File: src/rtl/decoder_pkg.sv
// Shared CSR decoder definitions used by the pin-input controller.
// Holds the CSR address/operand types, the CSR op encoding, the pin-input
// register addresses and small helpers for the CSR operand and write-enable.
package decoder_pkg;

    typedef logic [11:0] CsrAddrT;
    typedef logic [31:0] word;
    typedef logic [4:0]  r;

    // Bit 2 selects the immediate variant; bits 1:0 select RW/RS/RC.
    typedef enum logic [2:0] {
        CSR_NONE = 3'd0,
        CSR_RW   = 3'd1,
        CSR_RS   = 3'd2,
        CSR_RC   = 3'd3,
        CSR_RWI  = 3'd5,
        CSR_RSI  = 3'd6,
        CSR_RCI  = 3'd7
    } csr_op_t;

    localparam int unsigned InWidth = 8;
    typedef logic [InWidth-1:0] InT;

    localparam CsrAddrT InAddr     = 12'h7C0;
    localparam CsrAddrT PendAddr   = 12'h7C1;
    localparam CsrAddrT RiseEnAddr = 12'h7C2;
    localparam CsrAddrT FallEnAddr = 12'h7C3;

    function automatic word csr_src(input csr_op_t op, input r zimm, input word data);
        return op[2] ? {27'b0, zimm} : data;
    endfunction

    // RW always writes; RS/RC only write when the source operand is non-zero.
    function automatic logic csr_has_write(input csr_op_t op, input word src);
        case (op)
            CSR_RW, CSR_RWI:                  return 1'b1;
            CSR_RS, CSR_RSI, CSR_RC, CSR_RCI: return (src != '0);
            default:                          return 1'b0;
        endcase
    endfunction

endpackage

File: src/rtl/pin_debounce.sv
// One input pin: 2-flop synchroniser, tick-driven debounce counter and the
// accepted (stable) level, plus single-cycle rise/fall pulses that are high
// in the cycle a new level is accepted.
//   clk, reset      core clock, asynchronous active-low reset
//   tick            shared prescaler tick
//   pin_async       raw asynchronous pin
//   stable          debounced level
//   rise, fall      acceptance pulses for 0->1 / 1->0
module pin_debounce #(
    parameter int unsigned DebounceCount = 3
) (
    input  logic clk,
    input  logic reset,
    input  logic tick,
    input  logic pin_async,
    output logic stable,
    output logic rise,
    output logic fall
);

    localparam int unsigned CntW = (DebounceCount > 1) ? $clog2(DebounceCount) : 1;
    localparam logic [CntW-1:0] CntLast = CntW'(DebounceCount - 1);

    logic [1:0]      sync_q;
    logic [CntW-1:0] cnt;
    logic            accept;

    always_ff @(posedge clk or negedge reset) begin
        if (!reset) sync_q <= '0;
        else        sync_q <= {sync_q[0], pin_async};
    end

    assign accept = tick && (sync_q[1] != stable) && (cnt == CntLast);

    always_ff @(posedge clk or negedge reset) begin
        if (!reset) begin
            cnt    <= '0;
            stable <= 1'b0;
        end else if (tick) begin
            if (sync_q[1] == stable) begin
                cnt <= '0;
            end else if (accept) begin
                stable <= sync_q[1];
                cnt    <= '0;
            end else begin
                cnt <= cnt + 1'b1;
            end
        end
    end

    assign rise = accept &&  sync_q[1];
    assign fall = accept && !sync_q[1];

endmodule

File: src/rtl/csr_pins_in_ctrl.sv
// Input-pin controller between the raw pads and the CSR file.
// Debounces every pin on a shared prescaled tick, latches enabled edges into
// a pending register and raises a registered level interrupt.
//   clk, reset            core clock, asynchronous active-low reset
//   csr_enable/addr/op    CSR access in flight, address, RW/RS/RC (reg/imm)
//   rs1_zimm, rs1_data    immediate and register source operands
//   pins_in               raw asynchronous pins
//   out                   combinational CSR read data (pre-write value)
//   pins_state            debounced pin levels
//   irq                   registered OR of pending & (rise_en | fall_en)
module csr_pins_in_ctrl
    import decoder_pkg::*;
#(
    parameter int unsigned InWidth       = 8,
    parameter int unsigned PrescaleDiv   = 1000,
    parameter int unsigned DebounceCount = 3
) (
    input  logic               clk,
    input  logic               reset,
    input  logic               csr_enable,
    input  CsrAddrT            csr_addr,
    input  csr_op_t            csr_op,
    input  r                   rs1_zimm,
    input  word                rs1_data,
    input  logic [InWidth-1:0] pins_in,
    output word                out,
    output logic [InWidth-1:0] pins_state,
    output logic               irq
);

    localparam int unsigned PsW = (PrescaleDiv > 1) ? $clog2(PrescaleDiv) : 1;
    localparam logic [PsW-1:0] PsLast = PsW'(PrescaleDiv - 1);

    logic [PsW-1:0]     ps_cnt;
    logic               tick;
    logic [InWidth-1:0] stable, pending, rise_en, fall_en;
    logic [InWidth-1:0] rise_evt, fall_evt, hw_set;
    logic [InWidth-1:0] cur_val, src_bits, wr_val;
    word                src;
    logic               do_write;

    assign tick = (ps_cnt == PsLast);

    always_ff @(posedge clk or negedge reset) begin
        if (!reset)    ps_cnt <= '0;
        else if (tick) ps_cnt <= '0;
        else           ps_cnt <= ps_cnt + 1'b1;
    end

    for (genvar i = 0; i < InWidth; i++) begin : g_pin
        pin_debounce #(
            .DebounceCount(DebounceCount)
        ) u_pin (
            .clk      (clk),
            .reset    (reset),
            .tick     (tick),
            .pin_async(pins_in[i]),
            .stable   (stable[i]),
            .rise     (rise_evt[i]),
            .fall     (fall_evt[i])
        );
    end

    assign hw_set = (rise_evt & rise_en) | (fall_evt & fall_en);

    always_comb begin
        cur_val = '0;
        if (csr_enable) begin
            case (csr_addr)
                InAddr:     cur_val = stable;
                PendAddr:   cur_val = pending;
                RiseEnAddr: cur_val = rise_en;
                FallEnAddr: cur_val = fall_en;
                default:    cur_val = '0;
            endcase
        end
    end

    assign src      = csr_src(csr_op, rs1_zimm, rs1_data);
    assign src_bits = InWidth'(src);
    assign do_write = csr_enable && csr_has_write(csr_op, src);

    always_comb begin
        wr_val = cur_val;
        case (csr_op)
            CSR_RW, CSR_RWI: wr_val = src_bits;
            CSR_RS, CSR_RSI: wr_val = cur_val | src_bits;
            CSR_RC, CSR_RCI: wr_val = cur_val & ~src_bits;
            default:         wr_val = cur_val;
        endcase
    end

    // Hardware edge sets are OR-ed after the CSR update so a same-cycle
    // set always wins over a CSR clear or write of that bit.
    always_ff @(posedge clk or negedge reset) begin
        if (!reset) begin
            pending <= '0;
            rise_en <= '0;
            fall_en <= '0;
            irq     <= 1'b0;
        end else begin
            if (do_write && csr_addr == PendAddr) pending <= wr_val | hw_set;
            else                                  pending <= pending | hw_set;
            if (do_write && csr_addr == RiseEnAddr) rise_en <= wr_val;
            if (do_write && csr_addr == FallEnAddr) fall_en <= wr_val;
            irq <= |(pending & (rise_en | fall_en));
        end
    end

    assign out        = word'(cur_val);
    assign pins_state = stable;

endmodule
File: config.mk
export PLATFORM = sky130hd
export DESIGN_NAME = csr_pins_in_ctrl
export DESIGN_NICKNAME = d
export VERILOG_FILES = /design/src/rtl/decoder_pkg.sv /design/src/rtl/pin_debounce.sv /design/src/rtl/csr_pins_in_ctrl.sv
export SDC_FILE = /design/constraint.sdc
export NUM_CORES = 1
export LEC_CHECK = 0
export CORE_MARGIN = 2
export CORE_UTILIZATION = 57
export DETAILED_ROUTE_END_ITERATION = 12
export DONT_BUFFER_PORTS = 1
export PLACE_DENSITY_LB_ADDON = 0.1
export SETUP_SLACK_MARGIN = 0.3
export SYNTH_ARGS = -nofsm -noshare
export SYNTH_HDL_FRONTEND = slang
export SYNTH_SLANG_ARGS = --single-unit
export TNS_END_PERCENT = 100
File: constraint.sdc
create_clock -name clk -period 1.9 [get_ports clk]
set_clock_uncertainty 0.15 [all_clocks]
set_input_delay 0.095 -clock clk [delete_from_list [all_inputs] [get_ports clk]]
set_output_delay 0.095 -clock clk [all_outputs]
set_load 0.005 [all_outputs]
# Word level (Yosys, flattened, before mapping)
# Cells that the tools add are included.
op_classes:
  n_addsub: 9
  mul: 0
  div: 0
  order_cmp: 0
  eq_ne: 35
  shift: 0
  n_mux: 23
  bitwise: 18
  n_reduce_logical: 58
op_table:
  columns: ["op", "n"]
  rows:
  - ["$eq 12x11->1 const B", 4]
  - ["$or 8x8->8", 5]
  - ["$logic_and 1x1->1", 36]
  - ["$and 8x8->8", 4]
  - ["$mux 2", 16]
  - ["$mux 32", 1]
  - ["$pmux 8 s4", 1]
  - ["$reduce_bool 32->1", 1]
  - ["$pmux 8 s3", 1]
  - ["$reduce_and 3->1", 8]
  - ["$add 2x1->2 const B", 8]
  - ["$eq 2x2->1 const B", 8]
  - ["$mux 8", 2]
  - ["$add 10x1->10 const B", 1]
  - ["$eq 10x10->1 const B", 1]
  - ["$mux 10", 1]
  - ["$eq 3x3->1 const B", 3]
  - ["$eq 1x1->1", 8]
  - ["$logic_not 1->1", 8]
  - ["$ne 1x1->1", 8]
  - ["$not 1->1", 8]
  - ["$not 8->8", 1]
  - ["$reduce_or 8->1", 1]
  - ["$eq 3x2->1 const B", 2]
  - ["other kinds (4)", 6]
word_totals:
  regBits: 75
  latchBits: 0
  ram_bits: 0
  rom_bits: 0
  inputBits: 63
  out_inout_bits: 41
  word_cells: 172
  memories: 0

# Longest topological paths before layout
# Gate-level depths: netlist of the first run.
depth:
  ltp_word: 8
  depth_mapped: 7
  mapped_depth_nobuf: 6

# Hierarchy
# A second synthesis of the first run with hierarchy kept.
hier_totals:
  cells_unflattened: 377
  hier_area_um2: 4135.2
by_module_without_submodules:
  columns: ["mod", "n_inst", "cells_per_inst", "area_each_um2", "seq_area_each_um2"]
  rows:
  - ["csr_pins_in_ctrl", 1, 249, 2503.7, 875.8]
  - ["pin_debounce", 8, 16, 203.9, 125.1]

# Worst setup path before layout of the first run
# OpenSTA, ideal clock, no wires.
synth_timing:
  path_type: "flip-flop to flip-flop"
  from: "register ps_cnt[0]"
  to: "register g_pin[6].u_pin.stable"
  setup_time_ns: 0.125
  arrival_ns: 1.793
  required_ns: 1.625
  setup_slack_ns: -0.167
  stages_incl_launch_ff: 8
  n_path_buf: 1
  synth_period_minus_slack_ns: 2.067
  path_cell_list: "dfrtp_1 ha_1 and4bb_2 nand3_1 clkbuf_1 nor2_1 nand2_1 mux2_2"
synth_between:
  elab_chain_cells: 4
synth_rtl:
  columns: ["element", "line_no", "rtl"]
  rows:
  - ["start, declared", "csr_pins_in_ctrl.sv:34", "logic [PsW-1:0] ps_cnt;"]
  - ["start signal, assigned", "csr_pins_in_ctrl.sv:47", "else ps_cnt <= ps_cnt + 1'b1;"]
  - ["$eq 10x10->1 (*)", "csr_pins_in_ctrl.sv:42", "assign tick = (ps_cnt == PsLast);"]
  - ["$logic_and 1x1->1 (2 in a row)", "pin_debounce.sv:33", "assign accept = tick && (sync_q[1] != stable) && (cnt == CntLast);"]
  - ["$reduce_and 3->1 (no source line) (*)", null, null]
  - ["end signal, assigned", "pin_debounce.sv:43", "stable <= sync_q[1];"]
  - ["end, declared", "pin_debounce.sv:16", "output logic stable,"]
# Mark *: on every way between the ends. The rest lies on a longest branch, timed or not.
# A chain may end at the register's enable or synchronous reset.

# Worst setup path in the final report of the first run
layout_timing:
  from: "register ps_cnt[0]"
  to: "register pending[1]"
layout_between:
  elab_chain_cells: 8
  elab_cells_between_ends: 11
  classes_between: "eq/ne (1); mux (1); bitwise (5); reduce/logical (4)"
layout_rtl:
  columns: ["element", "line_no", "rtl"]
  rows:
  - ["$eq 10x10->1 (*)", "csr_pins_in_ctrl.sv:42", null]
  - ["$logic_and 1x1->1 (*) (2 in a row)", "pin_debounce.sv:33", null]
  - ["$logic_and 1x1->1 (on tied branches)", "pin_debounce.sv:51, pin_debounce.sv:52", null]
  - ["$and 8x8->8", "csr_pins_in_ctrl.sv:64", "assign hw_set = (rise_evt & rise_en) | (fall_evt & fall_en);"]
  - ["$or 8x8->8 (*)", "csr_pins_in_ctrl.sv:64", null]
  - ["$or 8x8->8 (on tied branches)", "csr_pins_in_ctrl.sv:103, csr_pins_in_ctrl.sv:102", null]
  - ["$mux 8 (*)", "csr_pins_in_ctrl.sv:102", "if (do_write && csr_addr == PendAddr) pending <= wr_val | hw_set;"]
  - ["end signal, assigned", "csr_pins_in_ctrl.sv:102", null]
  - ["end signal, assigned", "csr_pins_in_ctrl.sv:103", "else pending <= pending | hw_set;"]
  - ["end, declared", "csr_pins_in_ctrl.sv:36", "logic [InWidth-1:0] stable, pending, rise_en, fall_en;"]
# Marks and branches as above.

==> metrics, run 1 <==
Buf+Inv Stages, Crit Path=1; hold_ws=-0.720 ns; global-route wire length before repair=15,200 microns; number of synthesized flops with an enable pin=0; Rel. slew slack=65.8%; Hold Buf Count CTS=12; DR iter-0 viols=220; IO buf count=0; total power=3.22 mW; initial antenna violation count=0; cells after synthesis=407; crit share post-route=97.2%; WL final=between 9000 and 10,000 microns; crit path capture type=flip-flop; critical path peak fanout=10; asr flop ratio synth=100%; Seq/Total Area, Yosys=45.7%; CTS tree=done; number of synthesized register bits=75; LEAKAGE=2.36 nW; slowest CP cell=dfrtp_1; Avg Cell Area, Syn=10.1 sq um; RSZ-0062 raised after global routing=yes; r2r endpoint=pending[1]$_DFF_PN0_; Layout area overhead=20.3%; RR Startpoint=ps_cnt[0]$_DFF_PN0_; Critical Path RT=1.98 ns; Max Fclk=0.541 GHz; maximum VDD drop=0.000518 V; family with the most delay on the worst path=simple AND/OR/NAND/NOR gates; GR Util All Layers=a little over a quarter; Max Root-Sink Buffers=2; max-cap viol count=0; min-delay worst type=in -> async; CTS buffer count=9; crit path DAT=approximately 1.9 ns; cell with the most instances after synthesis=dfrtp_1; share of layout cells above drive strength 1=27.9%; synthesized area=about 4000 sq um; Die H=88.8 microns; CP Class=reg -> reg; ANT cells=0; htree depth=3; largest area contributor in the netlist=dfrtp_1; Final min period=1.85 ns; crit start category=flip-flop; top post-synthesis cells by area=dfrtp_1, mux2_2, buf_4; gp weighted congestion=0.886; Slew @ Worst Pin=0.511 ns; DRC violations left=0; Die X=between 80 and 90 microns; failing checks=hold timing; routed vias=3,197; fin util=between 70% and 80%; num rows=30; DR pass1 iterations=4; Ports=approximately 100; die area=7890 sq um; initial core utilization=59.7%; Synth top cells by count=dfrtp_1, nand2_1, nor2_1; worst stage delay on the critical path=0.39 ns; critical path, cell by cell=ha_2 -> and4bb_2 -> nand3_4 -> buf_12 -> nor2_2 -> and3_1 -> a211o_1; Synth Warn #=0; nets=510; Unique masters post-synth=45; Skew-Pair Late Insertion Delay=0.35 ns; Worst-path clk slew=0.08 ns; grt ovf=0; routed len/inst=18.2 microns; vias per cell=5.84; R2R Setup Slk=between 0.05 and 0.06 ns; Final ANT Viol Nets=0; largest net degree at the start of global routing=76; Final Hold Fails=75; post-DP HPWL=6810 microns; status=finished with violations; Power per Cell Area=653 nW/um^2; R2R cell count=7; max-slew violations=0; TritonCTS Sinks=between 70 and 80; clock tree root driver cell=clkbuf_8; Yosys top cell area share=45.7%; number of global-route vias before repair=3,074; Top FF cell, synth=dfrtp_1; # fillers=505; Floorplan Core Area=6870 sq um; dpl cells=511; final setup fails=0; Post-Layout Cell Count=approximately 550
==> state kept, by name, indices dropped and copies added (netlist names) <==
signal,flops
g_pin.u_pin.cnt,16
g_pin.u_pin.sync_q,16
ps_cnt,10
fall_en,8
g_pin.u_pin.stable,8
pending,8
rise_en,8
irq,1
==> placed cells by master (no fill, tap or decap), drive strengths merged, types with 8 or more instances in the layout <==
cell         instances
xnor2               14
o21ai               10
a211o                8
xor2                 8
nand3               11
mux2                25
nand3b              15
nand2               54
o22a                 8
conb                24
mux2i               22
clkbuf              11
a2bb2oi              8
dlygate4sd3         12
nor2                37
and3                18
buf                 37
dfrtp               75
==> logic make-up after synthesis <==
logic type                 Yosys count  share of synthesized area (%)
and+or+nand+nor                    171                           21.3
DFF                                 75                           45.7
muxes                               47                           12.2
AOI/OAI and AO/OA                   46                           8.51
buffers and inverters               44                           7.08
xor gates and xnor gates            22                           4.70
adders and majority gates            1                          0.305
other                                1                         0.0914
==> cell type report <==
type	instances	area, sq um	share of cell area, %
clock buffer	11	151	3.07
clock inverter	5	83.8	1.70
multi-input combinational	311	2260	45.8
sequential	75	1880	38.2
tap	96	120	2.43
timing repair buffer	49	434	8.80
==> how the worst max path moves through the flow <==
stage / cells past startpoint / to / from
floorplan: 7 / g_pin[6].u_pin.stable$_DFFE_PN0P_ / ps_cnt[0]$_DFF_PN0_
global placement: 7 / pending[6]$_DFF_PN0_ / rs1_data[5]
detailed placement: 7 / pending[6]$_DFF_PN0_ / rs1_data[5]
CTS: 7 / g_pin[3].u_pin.stable$_DFFE_PN0P_ / ps_cnt[1]$_DFF_PN0_
global route: 7 / pending[1]$_DFF_PN0_ / ps_cnt[0]$_DFF_PN0_
finish: 7 / pending[1]$_DFF_PN0_ / ps_cnt[0]$_DFF_PN0_
==> power breakdown <==
part | switching, mW | leakage, nW | internal (mW)
registers | 0.0134 | 0.986 | 1.61
clock network | 0.610 | 0.112 | 0.816
logic | 0.0818 | 1.26 | 0.0857
total | 0.705 | 2.36 | 2.51
==> repair_timing <==
item                                    CTS  global route
pin swaps                                 7             8
hold endpoints to repair                107            75
setup buffers                             6             2
cloned                                    0             0
resized for setup                        26            27
endpoints found under the setup margin   42            63
==> through the flow <==
stage	hold slack [ns]	TNS (ns)	instance area (sq um)	setup slack [ns]
3_5_place_dp	-0.349	-0.240	4340	-0.0437
5_1_grt	-0.750	-0.0278	4930	-0.0116
3_3_place_gp	-0.348	-0.0641	4340	-0.0382
6_report	-0.720	0	4930	0.0526
4_1_cts	-0.737	0	4820	0.0485
2_1_floorplan	-0.351	0	4290	0.124
==> layer usage <==
metal  track usage [%]  up-vias  share of wire, %
met2              42.1      161                48
met1              34.2     1555                41
met5                 0        -                 0
met4              12.0        0               2.3
met3              5.32       17               8.8
li1                  -     1464                 -
(Power assumes the default switching activity.)
==> inputs of run 2 (changes only) <==
--- a/config.mk
+++ b/config.mk
@@ -9,6 +9,7 @@
 export CORE_UTILIZATION = 57
 export DETAILED_ROUTE_END_ITERATION = 12
 export DONT_BUFFER_PORTS = 1
+export HOLD_SLACK_MARGIN = 0.12
 export PLACE_DENSITY_LB_ADDON = 0.1
 export SETUP_SLACK_MARGIN = 0.3
 export SYNTH_ARGS = -nofsm -noshare
==> run 2 against run 1 <==
  * The flow still finishes with violations (hold timing)
  * Flip-flop and latch count is the same
  * Worst setup slack lost 0.013 ns
  * Critical path depth down 1
  * Final area increased by 2.0%
  * Via count increased by 0.78%
  * Wire length rose by 3.9%
  * Register-to-register slack barely moved
  * First-iteration DRC count is 5.0% lower
  * Sequential share of layout area down 0.75 points
  * Total power rose by 0.77%
  * Hold slack worse by 0.0062 ns
  * Critical endpoint is now g_pin[7].u_pin.stable$_DFFE_PN0P_
==> metrics, run 2 (synthesized netlist as in run 1, its figures left out) <==
fin util=73.3%; Pint=2.52 mW; max-slew violations=0; clock network power share=44.3%; initial antenna violation count=0; routed vias=around 3,200; crit share post-route=97.9%; Die X=88.8 microns; CP Class=reg -> reg; combinational group share of total power=5.6%; min-delay worst type=in -> async; status=finished with violations; Critical Path End=g_pin[7].u_pin.stable$_DFFE_PN0P_; Slew @ Worst Pin=0.538 ns; global-route wire length before repair=15,300 microns; commonest non-fill, non-tap cell in the layout=dfrtp_1; worst setup path startpoint=ps_cnt[1]$_DFF_PN0_; Die H=around 89 microns; number of global-route vias before repair=3,118; Critical Path Stages=6; largest net degree at the start of global routing=76; critical path, cell by cell=ha_2 -> and4bb_2 -> nand3_4 -> buf_12 -> nor3b_4 -> mux2_4; slowest CP cell=dfrtp_1; Final ANT Viol Nets=0; RSZ-0062 raised after global routing=yes; grt ovf=0; clock tree root driver cell=clkbuf_8; Skew-Pair Late Insertion Delay=0.36 ns; DR iter-0 viols=209; Floorplan Core Area=6870 sq um; Net Sw Frac=approximately 22%; Critical Path RT=2.00 ns; max-cap viol count=0; Max Fclk=0.537 GHz; nets=a little over 500; RR Startpoint=ps_cnt[1]$_DFF_PN0_; r2r endpoint=g_pin[7].u_pin.stable$_DFFE_PN0P_; final setup fails=0; DRC violations left=0; IO buf count=0; ANT cells=0; Power per Cell Area=645 nW/um^2; GR Util All Layers=26.6%; TritonCTS Sinks=75; Final min period=between 1.5 and 2 ns; Final Hold Fails=75; Worst-path clk slew=0.08 ns; initial core utilization=59.7%; share of layout cells above drive strength 1=between 20 and 30%; R2R cell count=6; num rows=30; failing checks=hold timing; die area=about 7900 sq um; Hold Buf Count CTS=16; Post-Layout Cell Count=551; sequential group share of total power=roughly half; hold_ws=-0.727 ns; WL final=between 10,000 and 15,000 microns; routed len/inst=about 19 microns; setup ws final=0.0392 ns; crit path capture type=flip-flop; Ports=104; Rel. slew slack=64.1%; post-DP HPWL=6810 microns; crit path DAT=1.96 ns; CTS tree=done; maximum VDD drop=0.000519 V; Layout area overhead=22.7%; crit start category=flip-flop; LEAKAGE=2.39 nW; total power=approximately 3.2 mW; dpl cells=511; critical path peak fanout=6; gp weighted congestion=0.886; Largest regs=g_pin.u_pin.cnt x16, g_pin.u_pin.sync_q x16, ps_cnt x10; sw power=approximately 0.72 mW; DR pass1 iterations=5; dpl ws=-0.0437 ns; CTS buffer count=9; htree depth=3; Buf+Inv Stages, Crit Path=1; family with the most delay on the worst path=simple AND/OR/NAND/NOR gates; Max Root-Sink Buffers=2; vias per cell=5.85; commonest cells after routing, fill and taps aside=dfrtp_1, nand2_1, buf_4; worst stage delay on the critical path=0.36 ns; R2R Setup Slk=0.04 ns
[run 2: timing repair]
| action | 4_1_cts | 5_1_grt |
|---|---|---|
| resized for setup | 26 | 41 |
| endpoints found under the hold margin | 107 | 75 |
| setup endpoints to repair | 42 | 63 |
| pin swaps | 7 | 8 |
| cloned | 0 | 0 |
| buffers inserted | 6 | 2 |
[run 2: routing by layer]
layer  part of all wire, %  global-route usage [%]  vias to the layer above
met5                     0                       0                        -
met4                   2.4                    12.0                        0
met3                   7.6                    5.32                       18
met2                    48                    42.9                      166
met1                    42                    34.7                     1560
li1                      -                       -                     1478
[run 2: final cells by class]
cell class	count	area, sq um
sequential	75	1880
fill	482	1840
clock inverter	5	83.8
clock buffer	11	151
timing repair buffer	53	477
tap	96	120
multi-input combinational	311	2320
[run 2: per-stage QoR]
step	area (sq um)	TNS (ns)
CTS	4860	0
finish	5030	0
floorplan	4290	0
global placement	4340	-0.0641
detailed placement	4340	-0.240
global route	5030	-0.0361
[run 2: worst min path at each step]
stage,to,cells past startpoint
4_1_cts,g_pin[1].u_pin.stable$_DFFE_PN0P_,0
6_report,fall_en[5]$_DFFE_PN0P_,0
3_5_place_dp,ps_cnt[6]$_DFF_PN0_,0
5_1_grt,g_pin[5].u_pin.sync_q[0]$_DFF_PN0_,0
2_1_floorplan,fall_en[0]$_DFFE_PN0P_,0
3_3_place_gp,ps_cnt[6]$_DFF_PN0_,0
[run 2: worst register-to-register path: cells and delay by family, from the launching register on]
family	cells	cell delay, ns
adders and majority gates	1	0.18
and+or+nand+nor	3	0.59
DFF	1	0.36
muxes	1	0.32
buffers and inverters	1	0.16
[run 2: power groups by stage]
stage	logic, mW	registers (mW)	clock network [mW]
finish	0.180	1.63	1.44
global route	0.195	1.63	1.54
CTS	0.167	1.63	1.45
detailed placement	0.129	1.66	0
global placement	0.128	1.66	0
floorplan	0.165	1.65	0
==> inputs of run 3 (changes only) <==
--- a/config.mk
+++ b/config.mk
@@ -6,7 +6,7 @@
 export NUM_CORES = 1
 export LEC_CHECK = 0
 export CORE_MARGIN = 2
-export CORE_UTILIZATION = 57
+export CORE_UTILIZATION = 60
 export DETAILED_ROUTE_END_ITERATION = 12
 export DONT_BUFFER_PORTS = 1
 export HOLD_SLACK_MARGIN = 0.12
==> constraint.sdc (replaced) <==
create_clock -name clk -period 2 [get_ports clk]
set_clock_uncertainty 0.15 [all_clocks]
set_input_delay 0.1 -clock clk [delete_from_list [all_inputs] [get_ports clk]]
set_output_delay 0.1 -clock clk [all_outputs]
set_load 0.005 [all_outputs]
==> run 3 against run 2 <==
  * The run still ends with hold timing left
  * Hold slack better by 0.011 ns
  * Final area shrank 4.0%
  * Utilization fell by 1.3 points
  * Combinational power down 18%
  * Sequential power fell by 5%
  * Critical path depth unchanged
  * Clock power decreased by 17%
  * Non-clock buffer count fell by 6
  * Maximum frequency fell by 2.7%
  * Flip-flop and latch count stayed put
  * Register-to-register slack improved by 0.05 ns
  * Total power down 11%
  * Critical path type unchanged
==> metrics, run 3 (synthesized netlist as in run 1, its figures left out) <==
status=finished with violations; failing checks=hold timing; ANT cells=0; initial core utilization=61.1%; nets=~510; crit share post-route=about 96%; Post-Layout Cell Count=529; maximum VDD drop=a little over 0.0008 V; critical path, cell by cell=ha_2 -> and4bb_2 -> nand3_4 -> buf_12 -> nor3b_4 -> mux2_4; Net Sw Frac=24.1%; CTS tree=done; DR iter-0 viols=111; Final min period=between 1.5 and 2 ns; DR pass1 iterations=4; Power per Cell Area=596 nW/um^2; GR Util All Layers=26.4%; num rows=30; clock network power share=41.2%; DRC violations left=0; Max Fclk=0.523 GHz; Final ANT Viol Nets=0; Worst-path clk slew=0.08 ns; post-DP HPWL=6380 microns; slowest CP cell=dfrtp_1; share of layout cells above drive strength 1=26.5%; Max Root-Sink Buffers=2; Largest regs=g_pin.u_pin.cnt x16, g_pin.u_pin.sync_q x16, ps_cnt x10; IO buf count=0; Floorplan Core Area=6720 sq um; RSZ-0062 raised after global routing=yes; final setup fails=0; Critical Path RT=between 2 and 2.5 ns; min-delay worst type=in -> async; number of global-route vias before repair=3,057; CTS buffer count=9; R2R cell count=6; Die X=86.7 microns; Critical Path Stages=6; worst stage delay on the critical path=0.37 ns; combinational group share of total power=5.1%; vias per cell=6.02; setup tns final=0 ns; critical path peak fanout=8; largest net degree at the start of global routing=76; initial antenna violation count=0; Layout area overhead=17.8%; max-cap viol count=0; commonest non-fill, non-tap cell in the layout=dfrtp_1; crit start category=flip-flop; sequential group share of total power=53.6%; crit path capture type=flip-flop; gp weighted congestion=0.828; grt ovf=0; crit path DAT=2.00 ns; routed vias=3,183; htree depth=3; Skew-Pair Late Insertion Delay=0.35 ns; LEAKAGE=between 2 and 2.5 nW; dpl cells=approximately 490; fin util=71.9%; clock tree root driver cell=clkbuf_8; global-route wire length before repair=15,000 microns; CP Class=reg -> reg; Final Hold Fails=75; WL final=10,000 microns; die area=7520 sq um; sw power=slightly below 0.7 mW; # fillers=~500; Ports=104; max-slew violations=0; TritonCTS Sinks=75; family with the most delay on the worst path=simple AND/OR/NAND/NOR gates; R2R Setup Slk=0.09 ns; Die H=86.7 microns; hold_ws=-0.715 ns; Buf+Inv Stages, Crit Path=1; routed len/inst=19.0 microns; Pint=2.19 mW; commonest cells after routing, fill and taps aside=dfrtp_1, nand2_1, buf_4
-- run 3: metal layers --
| layer | GRT usage, % | routed length [microns] | up-vias | part of all wire, % |
|---|---|---|---|---|
| li1 | - | - | 1468 | - |
| met1 | 32.7 | 4020 | 1565 | 40 |
| met2 | 45.7 | 5260 | 130 | 52 |
| met3 | 4.95 | 509 | 20 | 5.1 |
| met4 | 10.5 | 235 | 0 | 2.3 |
| met5 | 0 | 0 | - | 0 |
-- run 3: final cells by class --
cell class | count | area, sq um | area share (%)
flip-flops and latches | 75 | 1880 | 39.0
well taps | 80 | 100 | 2.07
repair buffers | 47 | 430 | 8.91
clock inverters | 7 | 73.8 | 1.53
multi-input cells | 311 | 2220 | 45.9
clock buffers | 9 | 124 | 2.56
-- run 3: per-stage QoR --
step | setup WS (ns) | cell area [sq um] | hold slack [ns] | total power, mW
floorplan | 0.224 | 4240 | -0.346 | 1.72
global placement | 0.103 | 4200 | -0.344 | 1.68
detailed placement | 0.0636 | 4200 | -0.344 | 1.69
CTS | 0.146 | 4660 | -0.722 | 2.88
global route | 0.0424 | 4830 | -0.741 | 2.98
finish | 0.0882 | 4830 | -0.715 | 2.88
-- run 3: power by group through the flow --
stage / sequential, mW / clock, mW / combinational [mW]
2_1_floorplan: 1.57 / 0 / 0.146
3_3_place_gp: 1.57 / 0 / 0.110
3_5_place_dp: 1.58 / 0 / 0.110
4_1_cts: 1.55 / 1.20 / 0.138
5_1_grt: 1.55 / 1.27 / 0.163
6_report: 1.55 / 1.19 / 0.148
-- run 3: worst reg2reg max path, stage by stage, from the launching register on --
cell,delay (ns)
dfrtp_1,0.37
ha_2,0.19
and4bb_2,0.29
nand3_4,0.11
buf_12,0.17
nor3b_4,0.22
mux2_4,0.31
-- run 3: path summary, 6_finish.rpt --
kind | from | endpoint
setup / recovery | ps_cnt[0]$_DFF_PN0_ | g_pin[7].u_pin.stable$_DFFE_PN0P_
hold / removal | reset | ps_cnt[0]$_DFF_PN0_
setup reg to reg | ps_cnt[0]$_DFF_PN0_ | g_pin[7].u_pin.stable$_DFFE_PN0P_
hold reg to reg | g_pin[4].u_pin.sync_q[0]$_DFF_PN0_ | g_pin[4].u_pin.sync_q[1]$_DFF_PN0_
max in group asynchronous | reset | g_pin[3].u_pin.stable$_DFFE_PN0P_
min in group clk | csr_addr[0] | fall_en[2]$_DFFE_PN0P_
-- run 3: timing repair --
item	CTS	global route
gates cloned	0	0
hold buffers	13	1
hold endpoints to repair	107	78
endpoints found under the setup margin	19	49
gates resized for setup	18	37
pin swaps	9	12
buffers inserted	9	5
